## src/rtl/counter_share_ctrl.sv

```systemverilog
// counter_share_ctrl: two-requester arbiter and run sequencer for a shared up-counter.
// Each run counts 0..limit of the winner, then pulses done for one cycle.
// Define RR_ARB_EN for round-robin arbitration; otherwise req[0] has fixed priority.
module counter_share_ctrl #(
  parameter int WIDTH = 4
) (
  input  logic             clk,
  input  logic             rst_n,
  input  logic [1:0]       req,
  input  logic [WIDTH-1:0] limit0,
  input  logic [WIDTH-1:0] limit1,
  output logic [1:0]       gnt,
  output logic             busy,
  output logic [1:0]       done,
  output logic [WIDTH-1:0] q,
  output logic             tc
);

  typedef enum logic [1:0] {
    IDLE = 2'd0,
    RUN  = 2'd1,
    DONE = 2'd2
  } state_t;

  state_t           state, state_n;
  logic [1:0]       gnt_n, done_n;
  logic [WIDTH-1:0] q_n, lim_r, lim_n;
  logic             win;
  logic             g;

  assign g    = gnt[1];
  assign busy = (state == RUN) || (state == DONE);
  assign tc   = (state == RUN) && (q == lim_r);

`ifdef RR_ARB_EN
  logic last, last_n;

  // Contended request goes to the side not served last.
  always_comb begin
    if (req == 2'b11) win = ~last;
    else              win = req[1];
  end
`else
  // req[0] wins whenever it is set.
  always_comb begin
    win = ~req[0];
  end
`endif

  // Next-state and registered-output logic.
  always_comb begin
    state_n = state;
    gnt_n   = gnt;
    done_n  = done;
    q_n     = q;
    lim_n   = lim_r;
`ifdef RR_ARB_EN
    last_n  = last;
`endif
    case (state)
      IDLE: begin
        if (req != 2'b00) begin
          state_n = RUN;
          gnt_n   = win ? 2'b10 : 2'b01;
          q_n     = '0;
          lim_n   = win ? limit1 : limit0;
`ifdef RR_ARB_EN
          last_n  = win;
`endif
        end
      end
      RUN: begin
        // Abort outranks terminal count.
        if (!req[g]) begin
          state_n = IDLE;
          gnt_n   = '0;
        end else if (q == lim_r) begin
          state_n = DONE;
          gnt_n   = '0;
          done_n  = gnt;
        end else begin
          q_n = q + WIDTH'(1);
        end
      end
      DONE: begin
        state_n = IDLE;
        done_n  = '0;
      end
      default: begin
        state_n = IDLE;
        gnt_n   = '0;
        done_n  = '0;
      end
    endcase
  end

  // State and output registers.
  always_ff @(posedge clk or negedge rst_n) begin
    if (!rst_n) begin
      state <= IDLE;
      gnt   <= '0;
      done  <= '0;
      q     <= '0;
      lim_r <= '0;
`ifdef RR_ARB_EN
      last  <= 1'b1;
`endif
    end else begin
      state <= state_n;
      gnt   <= gnt_n;
      done  <= done_n;
      q     <= q_n;
      lim_r <= lim_n;
`ifdef RR_ARB_EN
      last  <= last_n;
`endif
    end
  end

endmodule

```

## config.mk

```make
export PLATFORM = sky130hd
export DESIGN_NAME = counter_share_ctrl
export DESIGN_NICKNAME = d
export VERILOG_FILES = /design/src/rtl/counter_share_ctrl.sv
export SDC_FILE = /design/constraint.sdc
export NUM_CORES = 1
export LEC_CHECK = 0
export CORE_MARGIN = 2
export CORE_UTILIZATION = 54
export CTS_CLUSTER_SIZE = 8
export DETAILED_ROUTE_END_ITERATION = 10
export DONT_BUFFER_PORTS = 1
export HOLD_SLACK_MARGIN = 0.12
export PLACE_DENSITY = 0.83
export SYNTH_ARGS = -nofsm -noshare
export SYNTH_HDL_FRONTEND = slang
export SYNTH_SLANG_ARGS = --single-unit
```

## constraint.sdc

```tcl
create_clock -name clk -period 2 [get_ports clk]
set_clock_uncertainty 0.2 [all_clocks]
set_input_delay 0.4 -clock clk [delete_from_list [all_inputs] [get_ports clk]]
set_output_delay 0.4 -clock clk [all_outputs]
set_load 0.02 [all_outputs]
```

==> metrics.md <==
| Metric | Value |
|---|---|
| Routed wire per std cell | 17.2 µm |
| Post-synth EDFFs | 0 |
| Rel. slew slack | 58.4% |
| Sw power | 787 µW |
| Post-Syn Nets | 110 |
| CP required | 1.40 ns |
| Final nets | 127 |
| Total Routed Length | 2170 µm |
| Top-count cell post-synth | dfrtp_1 |
| CTS Sinks | 14 |
| Post-Syn Area | 897 µm² |
| Die X | 44.8 µm |
| Clk slew on worst S/H paths | 0.10 ns |
| First-pass iteration count of the detailed router | 4 |
| Die height | 44.8 µm |
| Number of DRC markers in iteration 0 | 19 |
| Number of antenna violations at the first check in global routing | 0 |
| Pre-CTS setup slack | 0.0157 ns |
| Ys Warns | 0 |
| Clk Latency, worst-skew pair | 0.29 ns |
| Gr usage total | 23.7% |
| Fin. Hold Viols | 0 |
| Main area contributors after synthesis | dfrtp_1 (39%), a22o_1 (5.9%), ha_1 (5.6%) |
| Post-synth top area share | 39.1% |
| Initial Utilization | 58.9% |
| Final Max Tran Viols | 0 |
| Antenna cells | 0 |
| Peak VDD IR | 1.19 mV |
| CP Capture Type | output pin |
| Core area | 0.00152 mm² |
| Clk buf depth | 2 |
| Most frequent cells after synthesis | dfrtp_1 (14), nand2_1 (10), o21ai_0 (7) |
| Number of core rows | 14 |
| Synth cell types | 36 |
| # port buffers | 0 |
| Antenna Violating Nets Remaining | 0 |
| Maxcap violations | 0 |
| Fin crit share | 111% |
| Final Cell Area | 0.00111 mm² |
| Critical Path Fanout Max | 2 |
| Comb pwr share | 59.7% |
| Area grow syn2layout | 24.3% |
| Seq/Total Area, Yosys | 39.1% |
| Fraction of registers with async set/reset | 100% |
| RSZ-0062 raised after global routing | true |
| Final setup fails | 1 |
| Overall power | 1780 µW |
| Post-Place Cells | 118 |
| Placer Congestion | 0.872 |
| Min Tclk post-route | 2.22 ns |
| Layout cells sized above 1 | 29.1% |
| GR Overflow Total | 0 |
| Largest net degree at the start of global routing | 15 |
| Sw Ratio | 44.1% |
| Hold Crit Class | primary input to register |
| Synth Instances | 94 |
| Drt drc | 0 |
| Vias per Instance | 6.44 |
| Htree depth | 1 |
| First-pass GRT wire length | 3400 µm |
| CTS root buf | clkbuf_4 |
| Fmax | 0.451 GHz |
| Seq cells post-synth | 14 |
| CTS Buf Count | 3 |
| Status | complete, but fails checks |
| Dominant synthesized flop cell | dfrtp_1 |
| Part of the power in registers | 28.4% |
| Least-Margin Pin Slew | 0.622 ns |
| Pwr Density | 1600 mW/mm² |
| Dpl cell area | 0.00101 mm² |
| Failing checks | negative setup slack |
| Via count | 811 |
| Internal power | 998 µW |
| Post-route setup slack | -0.219 ns |
| Fin cells | 126 |
| Post-DP HPWL | 1530 µm |
| I/O pin count | 22 |
| Clock share of power | 11.9% |
| CP Launch Type | register |
| Crit path kind | register to output pin |
| WHS | 0.124 ns |
| Average instance area after synthesis | 9.54 µm² |
| Leakage | 0.000520 µW |
| Die area | 0.00200 mm² |
| Vias in the first global route | 766 |
| Fillers | 103 |
| WP data arrival | 1.62 ns |
| CTS tree | yes |
| Yosys top cell by area | dfrtp_1 |
cell families (layout without fill, tap and decap cells):
kind of cell / Yosys count / count (layout) / share of synthesized area, %
AOI/OAI and AO/OA: 32 / 32 / 26.6
xor gates and xnor gates: 4 / 4 / 3.90
adders and majority gates: 4 / 4 / 5.58
buffers and inverters: 10 / 26 / 4.46
DFF: 14 / 14 / 39.1
muxes: 2 / 2 / 2.37
and+or+nand+nor: 28 / 28 / 18.0
final cells by class:
| type | count | area (µm²) | share of cell area [%] |
|---|---|---|---|
| clock buffers | 4 | 36.3 | 3.25 |
| well taps | 16 | 20.0 | 1.80 |
| repair buffers | 17 | 133 | 11.9 |
| flip-flops and latches | 14 | 353 | 31.6 |
| inverters | 5 | 18.8 | 1.68 |
| multi-input cells | 70 | 554 | 49.7 |
state kept, by name (all words and copies together), names as in the netlist:
register	cells
lim_r	4
q	4
done	2
state	2
gnt	2
worst max-delay path, stage by stage, from the launching register on:
cell,delay [ns]
dfrtp_2,0.42
xor2_1,0.18
or4_4,0.56
nor2_4,0.18
per-stage QoR:
step / util (%) / TNS (ns)
after floorplan: - / 0
after global placement: 66.1 / 0
after detailed placement: 66.1 / 0
after CTS: 71.3 / -0.234
after global routing: 73.2 / -0.290
final: 73.2 / -0.219
per-layer routing:
layer / vias to the layer above / wire length (µm) / track usage [%]
met3: 8 / 168 / 2.80
met5: - / 0 / 0
met4: 0 / 25 / 7.27
li1: 387 / - / -
met2: 41 / 1060 / 39.1
met1: 375 / 914 / 32.6
worst paths after layout:
| path | start | end | slack, ns | cells after the start |
|---|---|---|---|---|
| setup reg to reg | q[2]$_DFFE_PN0P_ | gnt[0]$_DFFE_PN0P_ | 0.04 | 5 |
| hold / removal | req[0] | state[1]$_DFFE_PN0P_ | 0.12 | 3 |
| hold reg to reg | lim_r[1]$_DFFE_PN0P_ | lim_r[1]$_DFFE_PN0P_ | 0.34 | 1 |
| setup / recovery | q[2]$_DFFE_PN0P_ | tc | -0.22 | 3 |
| min in group asynchronous | rst_n | q[0]$_DFFE_PN0P_ | 0.36 | 1 |
| max in group asynchronous | rst_n | q[1]$_DFFE_PN0P_ | 0.80 | 1 |
layout by cell type (no fill, tap or decap), types with 3 or more instances in the layout:
cell / count
buf_4: 15
dfrtp_1: 12
nand2_1: 10
o21ai_0: 7
a22o_1: 6
xor2_1: 4
inv_1: 3
a21oi_1: 3
clkbuf_4: 3
what timing repair did:
item | 4_1_cts | 5_1_grt
cloned | 0 | 0
setup buffers | 2 | 0
endpoints found under the setup margin | 2 | 4
pin swaps | 3 | 3
hold buffers | 2 | 0
gates resized for setup | 1 | 7
endpoints found under the hold margin | 15 | 0
power by group through the flow:
| stage | Clock (µW) | Combinational, µW | Sequential (µW) |
|---|---|---|---|
| global route | 215 | 1160 | 520 |
| global placement | 0 | 929 | 498 |
| CTS | 210 | 1020 | 498 |
| finish | 212 | 1070 | 506 |
| detailed placement | 0 | 954 | 504 |
| floorplan | 0 | 615 | 542 |
(Power assumes the default switching activity.)
